## config.mk

```make
export PLATFORM = sky130hd
export DESIGN_NAME = encoder_64b66b_flat
export DESIGN_NICKNAME = d
export VERILOG_FILES = /design/src/rtl/encoder_64b66b_if.sv /design/src/rtl/encoder_64b66b.sv /design/src/flat_wrapper.sv
export SDC_FILE = /design/constraint.sdc
export NUM_CORES = 1
export LEC_CHECK = 0
export BUFFER_PORTS_ARGS = -buffer_cell sky130_fd_sc_hd__buf_2
export CAP_MARGIN = 10
export CORE_MARGIN = 1
export CORE_UTILIZATION = 30
export DETAILED_ROUTE_END_ITERATION = 8
export PLACE_DENSITY = 0.62
export SYNTH_ARGS = -nofsm -noshare
export SYNTH_HDL_FRONTEND = slang
export SYNTH_SLANG_ARGS = --single-unit
```

## constraint.sdc

```tcl
create_clock -name clk -period 2.6 [get_ports clk]
set_clock_uncertainty 0.1 [all_clocks]
set_input_delay 0.39 -clock clk [delete_from_list [all_inputs] [get_ports clk]]
set_output_delay 0.39 -clock clk [all_outputs]
set_load 0.1 [all_outputs]
```

## src/rtl/encoder_64b66b_if.sv

```systemverilog
// rtl/encoder_64b66b_if.sv - input word stream and output block stream of the 64b/66b encoder
interface encoder_64b66b_if;
    logic [1:0]  s_axis_ttype;
    logic [63:0] s_axis_tdata;
    logic        s_axis_tvalid;
    logic        s_axis_tready;
    logic [65:0] m_axis_tdata;
    logic        m_axis_tvalid;
    logic        m_axis_tready;

    // Word source and block sink (bench / surrounding logic)
    modport master (
        output s_axis_ttype, s_axis_tdata, s_axis_tvalid, m_axis_tready,
        input  s_axis_tready, m_axis_tdata, m_axis_tvalid
    );

    // Encoder view
    modport slave (
        input  s_axis_ttype, s_axis_tdata, s_axis_tvalid, m_axis_tready,
        output s_axis_tready, m_axis_tdata, m_axis_tvalid
    );
endinterface

```

## src/rtl/encoder_64b66b.sv

```systemverilog
// rtl/encoder_64b66b.sv - 64b/66b transmit encoder with sync header and x^58+x^39+1 scrambler
module encoder_64b66b #(
    parameter bit          SCRAMBLER_EN = 1'b1,
    parameter logic [57:0] SCR_SEED     = 58'h3FF_FFFF_FFFF_FFFF,
    parameter int          CNT_W        = 16
) (
    input  logic             clk,
    input  logic             reset_n,
    encoder_64b66b_if.slave  axis,
    output logic             err_illegal_type,
    output logic [CNT_W-1:0] illegal_cnt
);
    localparam logic [63:0] ERR_PAYLOAD = {{8{7'h1E}}, 8'h1E};

    logic             r_m_tvalid;
    logic [65:0]      r_m_tdata;
    logic [57:0]      r_scr;
    logic             r_err;
    logic [CNT_W-1:0] r_cnt;

    logic             w_accept;
    logic             w_illegal;
    logic [1:0]       w_hdr;
    logic [63:0]      w_d;
    logic [63:0]      w_y;
    logic [57:0]      w_scr_next;

    assign axis.s_axis_tready = reset_n && (!r_m_tvalid || axis.m_axis_tready);
    assign w_accept           = axis.s_axis_tvalid && axis.s_axis_tready;

    assign axis.m_axis_tvalid = r_m_tvalid;
    assign axis.m_axis_tdata  = r_m_tdata;
    assign err_illegal_type   = r_err;
    assign illegal_cnt        = r_cnt;

    // Header selection; illegal types are replaced by an error control block
    always_comb begin
        w_illegal = (axis.s_axis_ttype == 2'b00) || (axis.s_axis_ttype == 2'b11);
        w_hdr     = w_illegal ? 2'b10 : axis.s_axis_ttype;
        w_d       = w_illegal ? ERR_PAYLOAD : axis.s_axis_tdata;
    end

    // Parallel scrambler: ext[57:0] holds past line bits oldest-first, ext[121:58] the new block
    always_comb begin
        logic [121:0] v_ext;
        v_ext = '0;
        for (int k = 0; k < 58; k++) begin
            v_ext[57-k] = r_scr[k];
        end
        for (int i = 0; i < 64; i++) begin
            v_ext[i+58] = w_d[i] ^ v_ext[i+19] ^ v_ext[i];
        end
        for (int k = 0; k < 58; k++) begin
            w_scr_next[k] = v_ext[121-k];
        end
        w_y = SCRAMBLER_EN ? v_ext[121:58] : w_d;
    end

    // Output register, scrambler state and illegal-type accounting
    always_ff @(posedge clk) begin
        if (!reset_n) begin
            r_m_tvalid <= 1'b0;
            r_m_tdata  <= '0;
            r_scr      <= SCR_SEED;
            r_err      <= 1'b0;
            r_cnt      <= '0;
        end else begin
            r_err <= w_accept && w_illegal;
            if (w_accept) begin
                r_m_tvalid <= 1'b1;
                r_m_tdata  <= {w_y, w_hdr};
                if (SCRAMBLER_EN) begin
                    r_scr <= w_scr_next;
                end
                if (w_illegal && !(&r_cnt)) begin
                    r_cnt <= r_cnt + {{(CNT_W-1){1'b0}}, 1'b1};
                end
            end else if (axis.m_axis_tready) begin
                r_m_tvalid <= 1'b0;
            end
        end
    end
endmodule

```

## src/flat_wrapper.sv

```systemverilog
// flat-port wrapper written by rule: the top's interface ports become plain ports
module encoder_64b66b_flat 
#(
    parameter bit          SCRAMBLER_EN = 1'b1,
    parameter logic [57:0] SCR_SEED     = 58'h3FF_FFFF_FFFF_FFFF,
    parameter int          CNT_W        = 16
)
  (clk, reset_n, err_illegal_type, illegal_cnt, axis_s_axis_ttype, axis_s_axis_tdata, axis_s_axis_tvalid, axis_m_axis_tready, axis_s_axis_tready, axis_m_axis_tdata, axis_m_axis_tvalid);
  encoder_64b66b_if axis_i ();
  input  logic clk;
  input  logic reset_n;
  output logic err_illegal_type;
  output logic [CNT_W-1:0] illegal_cnt;
  input wire logic [$bits(axis_i.s_axis_ttype)-1:0] axis_s_axis_ttype;
  input wire logic [$bits(axis_i.s_axis_tdata)-1:0] axis_s_axis_tdata;
  input wire logic [$bits(axis_i.s_axis_tvalid)-1:0] axis_s_axis_tvalid;
  input wire logic [$bits(axis_i.m_axis_tready)-1:0] axis_m_axis_tready;
  output wire logic [$bits(axis_i.s_axis_tready)-1:0] axis_s_axis_tready;
  output wire logic [$bits(axis_i.m_axis_tdata)-1:0] axis_m_axis_tdata;
  output wire logic [$bits(axis_i.m_axis_tvalid)-1:0] axis_m_axis_tvalid;
  assign axis_i.s_axis_ttype = axis_s_axis_ttype;
  assign axis_i.s_axis_tdata = axis_s_axis_tdata;
  assign axis_i.s_axis_tvalid = axis_s_axis_tvalid;
  assign axis_i.m_axis_tready = axis_m_axis_tready;
  assign axis_s_axis_tready = axis_i.s_axis_tready;
  assign axis_m_axis_tdata = axis_i.m_axis_tdata;
  assign axis_m_axis_tvalid = axis_i.m_axis_tvalid;
  encoder_64b66b #(.SCRAMBLER_EN(SCRAMBLER_EN), .SCR_SEED(SCR_SEED), .CNT_W(CNT_W)) u_core (.clk(clk), .reset_n(reset_n), .axis(axis_i), .err_illegal_type(err_illegal_type), .illegal_cnt(illegal_cnt));
endmodule
```

==> results by stage, run 1 <==
Clock tree:
- The clock transition time at the flip-flop clock pins of the worst setup and hold paths is 0.06 ns.
- The TritonCTS buffer count is 17.
- The buffer levels on the longest clock path is 2.
- The number of clock sinks seen by CTS is 142.
- Post-CTS timing repair inserted 0 buffers for setup.
- The count of hold-fix buffers inserted at cts is 0.
- The root cell of the clock tree is sky130_fd_sc_hd__clkbuf_16.
- After clock tree synthesis, the repair step resized 0 gates.
- Clock latency on the worst-skew pair, taken at its later pin, is 0.42 ns.
- The CTS tree is yes.
- The count of H-tree levels built during CTS is 4.

GRT:
- The via count of the first global-routing pass is 5207.
- For met2 alone, demand over resource in global routing was 25.6%.
- The busiest layer in global routing is met2.
- The routing usage on met3 is 5.09%.
- The pin count of the biggest net entering global routing is 131.
- The first-pass GRT wire length is 29200 um.
- The number of antenna violations at the first check in global routing is 0.
- The total routing usage reported by global routing is 17.3%.
- For this run, global-route usage on met1 was measured as 24.3%.
- The total overflow left after global routing is 0.

Hold path:
- The cell count of the worst hold path is 3.
- The launch point of the worst hold path is axis_s_axis_ttype[0].
- The path class of the tightest hold or removal check is primary input to flip-flop.
- The path with the worst hold slack has its endpoint at u_core.axis.m_axis_tdata[1].

Yosys:
- The post-synthesis average cell area is 8.59 um2.
- The cell area after technology mapping is 6550 um2.
- Ranked by total cell area, the synthesized netlist is headed by sky130_fd_sc_hd__dfxtp_1, sky130_fd_sc_hd__xnor2_1, sky130_fd_sc_hd__a21oi_1, sky130_fd_sc_hd__nor2_1, sky130_fd_sc_hd__o21ai_0.
- The portion of the post-synthesis area used by sequential elements is 43.4%.
- For this run, the number of Yosys warnings is 0.
- Of all cell types, the one taking the most synthesized area is sky130_fd_sc_hd__dfxtp_1.
- The number of synthesized register bits is 142.
- The net count of the mapped netlist is 836.
- The top cell type's share of synthesized area is 43.4%.
- The unique cell type count in the Yosys netlist is 45.
- In the synthesized netlist the async set-or-reset flop fraction comes to 0%.
- The synthesized instance count is 763.
- Counting flops with a built-in enable in the synthesized netlist gives 0.
- The most used flip-flop cell after synthesis is sky130_fd_sc_hd__dfxtp_1.

Routing:
- The count of unresolved DRC violations after routing is 0.
- The first detailed-routing pass took 4 iterations.
- The total wire length after detailed routing is 18900 um.
- The number of DRC violations after detailed-routing iteration 0 is 294.
- The detailed-route via count is 5644.
- In the final routed layout, each cell accounts on average for 15.8 um.
- The remaining number of nets flagged by the antenna check after routing is 0.
- Dividing the detail-routed via count by the number of cells gives 4.71.

STA:
- The minimum hold slack is 0.237 ns.
- Setup violations remaining at the end of the flow were counted as 0.
- Setup repair after global routing left no endpoint under its margin.
- The worst path in the final design needs a cycle of 1.99 ns, including I/O delays and setup.
- The hold violation count in the final report is 0.
- The setup TNS is 0 ns.
- The number of slew-limit violations in the final report is 0.
- Derived from the worst setup path, the maximum achievable clock frequency is 0.501 GHz.
- The worst-case headroom to the max-slew limit is 61.5%.
- The worst-margin pin slew is 0.581 ns.
- The final critical path takes up 76.7% of the cycle.

Die:
- The floorplan has 53 rows.
- The effective utilization at floorplan is 30.9%.
- The floorplan step defined a core boundary enclosing 21200 um2.
- The vertical die dimension is 150 um.
- In this run the count of I/O pins placed on the die edge is 155.
- The area enclosed by the die boundary is 22400 um2.
- The die is 150 um wide.

Setup path:
- The type of destination of the critical path is a flip-flop.
- The endpoint of the worst-slack reg-to-reg timing path is u_core.illegal_cnt[6].
- The startpoint identified for the worst register-to-register timing path is u_core.illegal_cnt[0].
- The worst setup path is of the primary input to flip-flop kind.
- The maximum cell stage delay along the critical path is 0.47 ns.
- The signal on the critical path passes through buf_2 -> inv_1 -> ha_2 -> buf_4 -> and2b_1 -> xnor2_1 -> xnor3_1 -> a21oi_1.
- Data on the critical path arrives at its endpoint at 2.25 ns.
- In this run the register-to-register setup slack is 0.69 ns.
- The largest driver fanout on the critical path is 11.
- The critical path starts at axis_s_axis_ttype[1].
- For the worst setup path, the data required time is 2.85 ns.
- The largest individual stage delay along the critical path comes from the cell sky130_fd_sc_hd__xnor3_1.
- The kind of start point of the critical path is a primary input.
- The worst reg-to-reg path cell count is 5.

Power and ir drop:
- Per report_power, the sequential group accounts for 32.1% of the total.
- The switching power as a share of total power is 40.6%.
- Overall power consumption after layout is estimated at 0.00926 W.
- The internal power of the cells is 0.00550 W.
- The total net switching power is 0.00376 W.
- The total power divided by cell area is 1120 nW/um2.
- For this design the static power due to leakage is 3.47 nW.
- Of the total power, the clock network draws 26.9%.
- Across the VDD grid, the largest voltage drop is 390 uV.
- The portion of total power attributed to combinational logic is 41.0%.

Layout:
- Leaving out filler cells and counting taps, the final layout contains 1199.
- In the final design database the tool counted 985 nets.
- The number of antenna diodes in the final layout is 0.
- From synthesis to final layout, the design area changed by 26.0%.
- The share of final-layout standard cells stronger than drive strength 1 is 23.1%.

Run status:
- The flow ran to the end, and the final reports show no timing, DRC or antenna violations.

Placement:
- At the end of routability-driven placement, the weighted congestion stood at 0.840.
- In this run, placement finished with an instance count of 1168.
- The HPWL after detailed placement is 13700 um.
- During placement, the flow inserted port buffers numbering 154.

Run:
- The tool flagged a number of max-cap violations equal to 0.
-- cell type report --
| type | instances | area [um2] |
|---|---|---|
| Clock inverter | 11 | 141 |
| Clock buffer | 20 | 457 |
| Inverter | 23 | 86.3 |
| Fill cell | 2198 | 13000 |
| Timing Repair Buffer | 173 | 941 |
| Multi-Input combinational cell | 555 | 3440 |
| Sequential cell | 142 | 2840 |
| Tap cell | 275 | 344 |
-- per-stage QoR --
step | util (%) | area, um2 | setup slack [ns]
2_1_floorplan | - | 6560 | 0.0795
4_1_cts | 38.9 | 8260 | 0.639
3_3_place_gp | 36.1 | 7660 | 0.314
6_report | 38.9 | 8260 | 0.605
5_1_grt | 38.9 | 8260 | 0.516
3_5_place_dp | 36.1 | 7660 | 0.218
-- worst max path at each step --
stage | end | slack, ns | cells after the start
finish | u_core.axis.m_axis_tdata[61] | 0.61 | 8
global placement | u_core.axis.m_axis_tdata[62] | 0.31 | 8
CTS | u_core.axis.m_axis_tdata[61] | 0.64 | 8
floorplan | u_core.illegal_cnt[5] | 0.08 | 5
global route | u_core.axis.m_axis_tdata[61] | 0.52 | 8
detailed placement | u_core.axis.m_axis_tdata[61] | 0.22 | 8
-- worst max-delay path, delay by kind of cell --
| kind | cells | cell delay [ns] |
|---|---|---|
| simple gates | 1 | 0.21 |
| fa+ha+maj | 1 | 0.39 |
| compound gates | 1 | 0.16 |
| buf+inv | 3 | 0.35 |
| xor+xnor | 2 | 0.75 |
-- synthesized netlist by cell type, drive strengths merged, types with 2 or more instances --
cell,count
dfxtp,142
xnor2,110
nor2,102
a21oi,96
o21ai,53
nand2,47
clkbuf,23
inv,22
nor2b,22
buf,20
nand3,20
xor2,18
a31oi,16
nor3,11
nand4,7
xnor3,6
mux2i,5
nand2b,5
nor4,5
nor4b,4
and3,3
and4,3
ha,3
o31ai,3
or4,3
a211oi,2
a41o,2
and2b,2
o311a,2
-- routing by layer --
metal  vias up  wire length (um)
met5         -                 0
li1       2863                 -
met4         0               141
met2       163              8100
met3         9              1230
met1      2609              9460
-- placed cells by master, fill, tap and decap left out, types with 3 or more instances in the layout --
cell,count
sky130_fd_sc_hd__nor2_1,101
sky130_fd_sc_hd__clkinv_2,4
sky130_fd_sc_hd__nor2b_1,22
sky130_fd_sc_hd__o21ai_0,52
sky130_fd_sc_hd__xor2_1,18
sky130_fd_sc_hd__bufinv_16,3
sky130_fd_sc_hd__xnor2_1,110
sky130_fd_sc_hd__a31oi_1,16
sky130_fd_sc_hd__inv_1,22
sky130_fd_sc_hd__nor4_1,4
sky130_fd_sc_hd__nor4b_1,4
sky130_fd_sc_hd__nand2b_1,5
sky130_fd_sc_hd__clkbuf_16,17
sky130_fd_sc_hd__nand4_1,5
sky130_fd_sc_hd__a21oi_1,95
sky130_fd_sc_hd__mux2i_1,5
sky130_fd_sc_hd__o31ai_1,3
sky130_fd_sc_hd__and3_1,3
sky130_fd_sc_hd__buf_2,153
sky130_fd_sc_hd__nand3_1,19
sky130_fd_sc_hd__xnor3_1,6
sky130_fd_sc_hd__nor3_1,10
sky130_fd_sc_hd__nand2_1,47
sky130_fd_sc_hd__dfxtp_1,142
sky130_fd_sc_hd__clkinvlp_4,3
sky130_fd_sc_hd__and4_1,3
sky130_fd_sc_hd__buf_4,18
-- sequential cells by signal, summed over array words and instances, names as in the netlist --
name / count
u_core.axis.m_axis_tvalid: 1
u_core.err_illegal_type: 1
u_core.r_scr: 58
u_core.axis.m_axis_tdata: 66
u_core.illegal_cnt: 16
-- power groups by stage --
stage / Sequential (W) / Clock (W) / Combinational, W
final: 0.00298 / 0.00249 / 0.00379
after CTS: 0.00298 / 0.00253 / 0.00382
after detailed placement: 0.00302 / 0 / 0.00379
after global routing: 0.00304 / 0.00265 / 0.00405
after floorplan: 0.00405 / 0 / 0.00192
after global placement: 0.00302 / 0 / 0.00376
-- cells by family after synthesis --
group	share of synthesized area (%)
muxes	0.764
buffers and inverters	4.30
DFF	43.4
AOI/OAI and AO/OA	14.6
xor gates and xnor gates	19.2
adders and majority gates	0.573
and+or+nand+nor	17.2
(Power assumes the default switching activity.)
==> run 2, diff against run 1 <==
==> constraint.sdc (replaced) <==
create_clock -name clk -period 2.1 [get_ports clk]
set_clock_uncertainty 0.1 [all_clocks]
set_input_delay 0.315 -clock clk [delete_from_list [all_inputs] [get_ports clk]]
set_output_delay 0.315 -clock clk [all_outputs]
set_load 0.1 [all_outputs]
==> run 2 against run 1 <==
Against the previous run:
- die area did not move
- flip-flop and latch count did not move
- first-iteration DRC count fell by 20%
- largest cell class unchanged
- largest power group unchanged
==> results by stage, run 2 (synthesis results as in run 1) <==
Routing:
- The remaining number of nets flagged by the antenna check after routing is 0 (unchanged).
- The number of DRC violations after detailed-routing iteration 0 came to 236 (-20%).
- The detailed route wirelength on metal2 was 8480 um (+4.7%).
- The total wire length after detailed routing is 19200 um (+1.2%).
- The routed length per placed instance is 15.8 um (-0.20%).
- The routed via count divided by cell count came to 4.68 (-0.58%).
- The met1 wire length is 9390 um (-0.75%).
- The total length of routed met3 wires is 1160 um (-5.9%).
- The first-pass iteration count of the detailed router was 5 (+1).
- The top routing layer in use is met4.
- The count of unresolved DRC violations after routing is 0 (unchanged).
- The detailed-route via count is 5691 (+0.83%).

Clock tree:
- The clock transition time at the flip-flop clock pins of the worst setup and hold paths is 0.06 ns (about the same).
- The later-pin clock latency in the skew report is 0.41 ns (about the same).
- The TritonCTS buffer count is 17 (unchanged).
- The count of H-tree levels built during CTS came to 4 (unchanged).
- The count of hold-fix buffers inserted at cts is 0 (unchanged).
- The number of resized instances in the post-cts repair step was 0 (unchanged).
- The buffer levels on the longest clock path is 2 (unchanged).
- The buffer count from post-CTS setup fixing is 0 (unchanged).
- CTS placed an instance of sky130_fd_sc_hd__clkbuf_16 at the clock tree root.
- The number of clock sinks seen by CTS was 142 (unchanged).
- The CTS tree is yes.

Die:
- The total core area is 21200 um2 (unchanged).
- The placement row count is 53 (unchanged).
- The width of the die is 150 um (unchanged).
- The effective utilization at floorplan is 30.9% (unchanged).
- The area enclosed by the die boundary is 22400 um2 (unchanged).
- The top-level I/O count is 155 (unchanged).
- The vertical die dimension was 150 um (unchanged).

Layout:
- Relative to the synthesized area, the layout overhead comes to 28.9%.
- The flip-flop count of the largest register, all copies and words added is 66 (unchanged).
- The final standard cell area without fillers is 8450 um2 (+2.3%).
- The count of fill cells added during filler insertion is 2192 (-0.27%).
- The net total in the final layout was 1001 (+1.6%).
- The most common cell after layout, fill and taps aside is sky130_fd_sc_hd__buf_2.
- The library cells used most frequently in the layout, excluding fill and tap cells, are sky130_fd_sc_hd__buf_2, sky130_fd_sc_hd__dfxtp_1, sky130_fd_sc_hd__xnor2_1, sky130_fd_sc_hd__nor2_1, sky130_fd_sc_hd__a21oi_1.
- The number of inserted diodes was 0 (unchanged).
- The share of final-layout standard cells stronger than drive strength 1 was 26.0% (+3.0 points).

Power and ir drop:
- The final total power is 0.0115 W (+24%).
- The sequential share of power came to 31.9% (-0.2 points).
- The worst ir drop on vdd is 481 uV (+23%).
- The switching power as a share of total power came to 40.8% (+0.14 points).
- The internal power of the cells is 0.00682 W (+24%).
- The leakage power figure is 3.57 nW (+2.9%).
- The portion of total power attributed to combinational logic is 42.8% (+1.8 points).
- The total power divided by cell area came to 1360 nW/um2 (+22%).
- The total net switching power was 0.00469 W (+25%).
- The part of the power in the clock network is 25.3% (-1.6 points).

STA:
- The upper clock frequency limit is 0.525 GHz.
- The setup violation total in the final timing report was 0 (unchanged).
- Setup repair after global routing left no endpoint under its margin.
- The worst-margin pin slew is 0.560 ns (-0.0205 ns).
- The minimum hold slack is 0.191 ns (-0.0458 ns).
- The number of slew-limit violations in the final report came to 0 (unchanged).
- The clock period could shrink to 1.90 ns.
- The setup TNS is 0 ns (unchanged).
- The worst-case headroom to the max-slew limit came to 62.9% (+1.4 points).
- The share of the cycle needed by the critical path after routing is 90.7%.
- The hold violation count in the final report is 0 (unchanged).

GRT:
- The pin count of the biggest net entering global routing was 76 (-42%).
- The first-pass GRT wire length is 29300 um (+0.59%).
- The number of antenna violations at the first check in global routing is 0 (unchanged).
- The total routing usage reported by global routing is 17.3% (+0.022 points).
- The overall overflow remaining after global route is 0 (unchanged).
- The via count of the first global-routing pass is 5362 (+3.0%).

Setup path:
- The slack of the worst reg-to-reg path is 0.20 ns (-0.49 ns).
- The worst reg-to-reg path cell count was 5 (unchanged).
- The critical path arrival is 2.15 ns (-0.10 ns).
- The worst register-to-register path begins at u_core.illegal_cnt[0].
- STA classifies the critical path startpoint as a flip-flop.
- The endpoint identified for the worst register-to-register timing path is u_core.illegal_cnt[6].
- The critical path is of the flip-flop to flip-flop type.
- The worst setup path is captured at a flip-flop.
- The largest driver fanout on the critical path is 6 (-5).
- The data required time at the worst endpoint was 2.34 ns (-0.51 ns).

Placement:
- The count of input and output buffers is 154 (unchanged).
- The weighted congestion reported at the end of routability-driven placement is 0.886 (+5.5%).
- The area after detailed placement is 7880 um2 (+2.9%).
- The HPWL after detailed placement is 14200 um (+3.5%).

Run:
- The number of max-cap violations came to 0 (unchanged).

Hold path:
- The min-delay analysis places its worst path in the category primary input to flip-flop.
- The launch point of the worst hold path is axis_s_axis_ttype[0].
- For hold timing, the worst endpoint is u_core.axis.m_axis_tdata[1].
- The cell count of the worst hold path is 3 (unchanged).

Run status:
- The run finished with clean final reports.
## run 2: stage by stage
stage               utilization, %  worst slack, ns  std cells
floorplan                        -           0.0788        763
global placement              37.1           0.0152       1184
detailed placement            37.1          -0.0355       1184
CTS                           39.8            0.224       1216
global route                  39.8           0.0997       1216
finish                        39.8            0.195       1216
## run 2: how the worst max path moves through the flow
stage                                    from                            to  cells after the start
detailed placement       axis_s_axis_ttype[1]  u_core.axis.m_axis_tdata[62]                      8
global route            u_core.illegal_cnt[0]         u_core.illegal_cnt[6]                      5
floorplan               u_core.illegal_cnt[3]         u_core.illegal_cnt[5]                      4
global placement         axis_s_axis_ttype[1]               u_core.r_scr[4]                      8
finish                  u_core.illegal_cnt[0]         u_core.illegal_cnt[6]                      5
CTS                 u_core.axis.m_axis_tvalid            axis_s_axis_tready                      4
## run 2: cell type report
cell class / count / area, um2 / area share [%]
tap: 275 / 344 / 4.07
sequential: 142 / 2870 / 34.0
multi-input combinational: 555 / 3440 / 40.8
inverter: 23 / 86.3 / 1.02
timing repair buffer: 189 / 1140 / 13.4
clock buffer: 21 / 450 / 5.33
clock inverter: 11 / 116 / 1.38
## run 2: layer usage
| layer | global-route usage, % | vias to the layer above |
|---|---|---|
| met5 | 0 | - |
| met4 | 3.79 | 0 |
| met3 | 4.66 | 11 |
| met2 | 26.8 | 164 |
| met1 | 23.9 | 2617 |
| li1 | - | 2899 |
## run 2: worst max-delay path, stage by stage, from the launching register on
cell and delay [ns]:
sky130_fd_sc_hd__dfxtp_4 0.38, sky130_fd_sc_hd__ha_1 0.23, sky130_fd_sc_hd__nand2_1 0.18, sky130_fd_sc_hd__or3_1 0.39
sky130_fd_sc_hd__or4_1 0.41, sky130_fd_sc_hd__a21oi_1 0.15
## run 2: power by group through the flow
stage	combinational [W]	clock, W	sequential, W
3_5_place_dp	0.00493	0	0.00373
2_1_floorplan	0.00238	0	0.00502
4_1_cts	0.00496	0.00298	0.00367
3_3_place_gp	0.00490	0	0.00372
6_report	0.00492	0.00292	0.00367
5_1_grt	0.00527	0.00310	0.00374
==> run 3, diff against run 2 <==
--- a/config.mk
+++ b/config.mk
@@ -5,12 +5,13 @@
 export SDC_FILE = /design/constraint.sdc
 export NUM_CORES = 1
 export LEC_CHECK = 0
+export ABC_AREA = 1
 export BUFFER_PORTS_ARGS = -buffer_cell sky130_fd_sc_hd__buf_2
 export CAP_MARGIN = 10
 export CORE_MARGIN = 1
 export CORE_UTILIZATION = 30
 export DETAILED_ROUTE_END_ITERATION = 8
-export PLACE_DENSITY = 0.62
+export PLACE_DENSITY = 0.61
 export SYNTH_ARGS = -nofsm -noshare
 export SYNTH_HDL_FRONTEND = slang
 export SYNTH_SLANG_ARGS = --single-unit
==> run 3 against run 2 <==
Against the previous run:
- clock power grew 6.8%
- flip-flop and latch count is the same
- critical path depth grew 4
- largest cell class unchanged
- largest power group is now sequential cells
==> results by stage, run 3 <==
Routing:
- The detailed-route via count is 6747 (+19%).
- The first-pass iteration count of the detailed router is 5 (unchanged).
- The number of DRC violations after detailed-routing iteration 0 was 500 (+110%).
- The routed via count divided by cell count is 4.67 (-0.30%).
- The routed length per placed instance is 14.8 um (-6.1%).
- The total wire length after detailed routing is 21400 um (+12%).
- The count of unresolved DRC violations after routing is 0 (unchanged).
- The remaining number of nets flagged by the antenna check after routing came to 0 (unchanged).

Layout:
- The count of fill cells added during filler insertion is 2374 (+8.3%).
- The share of final-layout standard cells stronger than drive strength 1 is 21.5% (-4.6 points).
- The flip-flop count of the largest register, all copies and words added is 66 (unchanged).
- The net total in the final layout was 1219 (+22%).
- The most common cell after layout, fill and taps aside is sky130_fd_sc_hd__nand2_1.
- Leaving out fill and tap cells, the most frequent cells in the layout are sky130_fd_sc_hd__nand2_1, sky130_fd_sc_hd__buf_2, sky130_fd_sc_hd__dfxtp_1, sky130_fd_sc_hd__inv_1, sky130_fd_sc_hd__o21ai_0.
- Compared with the post-synthesis result, the final layout area differs by 26.3%.
- The final standard cell area without fillers is 8730 um2 (+3.3%).

Yosys:
- Counting instances in the post-synthesis netlist gives the leading cell types as sky130_fd_sc_hd__nand2_1, sky130_fd_sc_hd__dfxtp_1, sky130_fd_sc_hd__inv_1.
- The post-synthesis async set-or-reset flop share is 0% (unchanged).
- The top cell type's share of synthesized area is 41.1% (-2.3 points).
- The count of warnings emitted by yosys is 0 (unchanged).
- The synthesized design spends more area on one cell type than any other, namely sky130_fd_sc_hd__dfxtp_1.
- By area the synthesized netlist is led by sky130_fd_sc_hd__dfxtp_1, sky130_fd_sc_hd__nand2_1, sky130_fd_sc_hd__xor2_1, sky130_fd_sc_hd__o21ai_0, sky130_fd_sc_hd__a21oi_1.
- The post-synthesis average cell area is 6.99 um2 (-19%).
- The cell area after technology mapping was 6910 um2 (+5.5%).
- For this run, the leading register cell type out of synthesis is sky130_fd_sc_hd__dfxtp_1.
- The number of synthesized register bits was 142 (unchanged).
- The unique cell type count in the Yosys netlist is 32 (-29%).
- The synthesized instance count came to 989 (+30%).
- The portion of the post-synthesis area used by sequential elements is 41.1% (-2.3 points).
- The cell with the most instances after synthesis is sky130_fd_sc_hd__nand2_1.
- The number of flops mapped to enable cells by yosys is 0 (unchanged).
- The net count of the mapped netlist was 1062 (+27%).

STA:
- The worst-case headroom to the max-slew limit is 59.6% (-3.3 points).
- The share of the cycle needed by the critical path after routing is 85.4% (-5.3 points).
- The number of slew-limit violations in the final report is 0 (unchanged).
- The setup violation total in the final timing report is 0 (unchanged).
- The clock period minus worst slack is 1.79 ns (-0.112 ns).
- The upper clock frequency limit is 0.558 GHz (+6.2%).
- Setup repair after global routing left no endpoint under its margin.
- The worst-margin pin slew is 0.607 ns (+0.0461 ns).
- The worst setup slack after layout is 0.307 ns (+0.112 ns).
- The hold violation count in the final report is 0 (unchanged).

Clock tree:
- The number of resized instances in the post-cts repair step was 0 (unchanged).
- The CTS tree is yes.
- The clock transition time at the flip-flop clock pins of the worst setup and hold paths is 0.06 ns (about the same).
- The count of H-tree levels built during CTS is 4 (unchanged).
- The buffer count from post-CTS setup fixing is 0 (unchanged).
- The number of clock sinks seen by CTS is 142 (unchanged).
- The later-pin clock latency in the skew report is 0.42 ns (about the same).
- The TritonCTS buffer count came to 17 (unchanged).
- The count of hold-fix buffers inserted at cts is 0 (unchanged).
- The root cell of the clock tree is sky130_fd_sc_hd__clkbuf_16.
- The buffer levels on the longest clock path was 2 (unchanged).

Power and ir drop:
- The worst ir drop on vdd is 486 uV (+1.0%).
- The leakage power figure is 4.24 nW (+19%).
- The total power divided by cell area was 1020 nW/um2 (-25%).
- The final total power was 0.00893 W (-22%).

Placement:
- The HPWL after detailed placement is 15900 um (+12%).
- The weighted congestion reported at the end of routability-driven placement is 0.882 (-0.52%).
- The pre-CTS setup slack is -0.0206 ns (+0.0150 ns).
- The count of input and output buffers is 154 (unchanged).
- The area after detailed placement came to 8120 um2 (+3.0%).

Setup path:
- The largest individual stage delay along the critical path comes from the cell sky130_fd_sc_hd__dfxtp_2.
- The critical path arrival is 2.01 ns (-0.14 ns).
- The data required time at the worst endpoint was 2.31 ns (-0.03 ns).
- The signal on the critical path passes through ha_1 -> nand3_2 -> nor2_4 -> nand4_2 -> nand2_4 -> buf_4 -> nor2_1 -> o21ai_0 -> nor2_1.
- The largest driver fanout on the critical path came to 12 (+6).
- Counting stages on the worst path, the most repeated cell is sky130_fd_sc_hd__nor2_1.
- The total buffers and inverters traversed by the critical path is 1 (+1).
- The kind of start point of the critical path is a flip-flop.
- The maximum cell stage delay along the critical path is 0.36 ns (-0.05 ns).
- STA classifies the critical path endpoint as a flip-flop.
- The cell family contributing the most delay on the critical path is simple AND/OR/NAND/NOR gates.
- The critical path is of the flip-flop to flip-flop type.

Die:
- The width of the die is 154 um (+2.7%).
- The vertical die dimension is 154 um (+2.7%).
- The effective utilization at floorplan is 30.5% (-0.35 points).
- The top-level I/O count was 155 (unchanged).
- The area enclosed by the die boundary is 23700 um2 (+5.4%).
- The placement row count is 55 (+3.8%).
- The total core area came to 22600 um2 (+6.7%).

GRT:
- The first-pass GRT wire length is 33000 um (+12%).
- The total routing usage reported by global routing came to 18.2% (+0.95 points).
- The number of antenna violations at the first check in global routing was 1 (+1).
- The pin count of the biggest net entering global routing is 124 (+63%).
- The overall overflow remaining after global route came to 0 (unchanged).
- The via count of the first global-routing pass is 6099 (+14%).

Run:
- The number of max-cap violations is 0 (unchanged).

Run status:
- The flow ran to the end, and the final reports show no timing, DRC or antenna violations.

Hold path:
- In this run the worst hold path is classified as primary input to flip-flop.
## run 3: cell count changes after synthesis, moves of 30 or more
cell	change
sky130_fd_sc_hd__nand2_1	+262
sky130_fd_sc_hd__xnor2_1	-92
sky130_fd_sc_hd__inv_1	+57
sky130_fd_sc_hd__nand3_1	+51
sky130_fd_sc_hd__nor2_1	-39
sky130_fd_sc_hd__xor2_1	+30
## run 3: final cells by class
type / instances / area, um2 / share of cell area (%)
repair buffers: 183 / 1070 / 12.2
diodes: 2 / 5.00 / 0.0573
clock inverters: 13 / 151 / 1.73
inverters: 83 / 319 / 3.66
clock buffers: 19 / 453 / 5.19
flip-flops and latches: 142 / 2850 / 32.7
well taps: 285 / 357 / 4.09
multi-input cells: 719 / 3520 / 40.4
## run 3: worst paths after layout
path / startpoint / end / slack (ns) / cells after the start
max: u_core.illegal_cnt[0] / u_core.illegal_cnt[12] / 0.31 / 9
min: axis_s_axis_tvalid / u_core.axis.m_axis_tvalid / 0.06 / 3
max reg2reg: u_core.illegal_cnt[0] / u_core.illegal_cnt[12] / 0.31 / 9
min reg2reg: u_core.axis.m_axis_tdata[12] / u_core.axis.m_axis_tdata[12] / 0.36 / 2
## run 3: per-layer routing
| layer | wire [um] | up-vias | global-route usage (%) |
|---|---|---|---|
| li1 | - | 3451 | - |
| met1 | 10000 | 3065 | 24.7 |
| met2 | 9790 | 199 | 29.0 |
| met3 | 1230 | 30 | 3.61 |
| met4 | 378 | 2 | 5.67 |
| met5 | 13 | - | 0 |
## run 3: worst min-delay path, stage by stage
cell,delay [ns]
sky130_fd_sc_hd__buf_2,0.11
sky130_fd_sc_hd__a21oi_1,0.04
sky130_fd_sc_hd__nor2_1,0.08
## run 3: cell families after synthesis
kind of cell             after synthesis  synth area share [%]
AO/OA/AOI/OAI                        167                  12.5
XOR/XNOR                              66                  8.36
adder cells (fa/ha/maj)                3                 0.543
buffers and inverters                128                  7.95
flip-flops                           142                  41.1
AND/OR/NAND/NOR                      483                  29.6
## run 3: through the flow
| stage | hold WS, ns | TNS [ns] | util, % | std cells |
|---|---|---|---|---|
| after detailed placement | 0.352 | -0.0234 | 35.9 | 1412 |
| after global routing | 0.0626 | 0 | 38.5 | 1444 |
| after floorplan | 0.332 | 0 | - | 989 |
| after CTS | 0.0551 | 0 | 38.5 | 1444 |
| final | 0.0623 | 0 | 38.6 | 1446 |
| after global placement | 0.349 | 0 | 35.9 | 1412 |
## run 3: power by group
group / switching (W) / internal (W)
Clock: 0.00128 / 0.00184
Sequential: 0.000239 / 0.00297
Combinational: 0.00188 / 0.000723
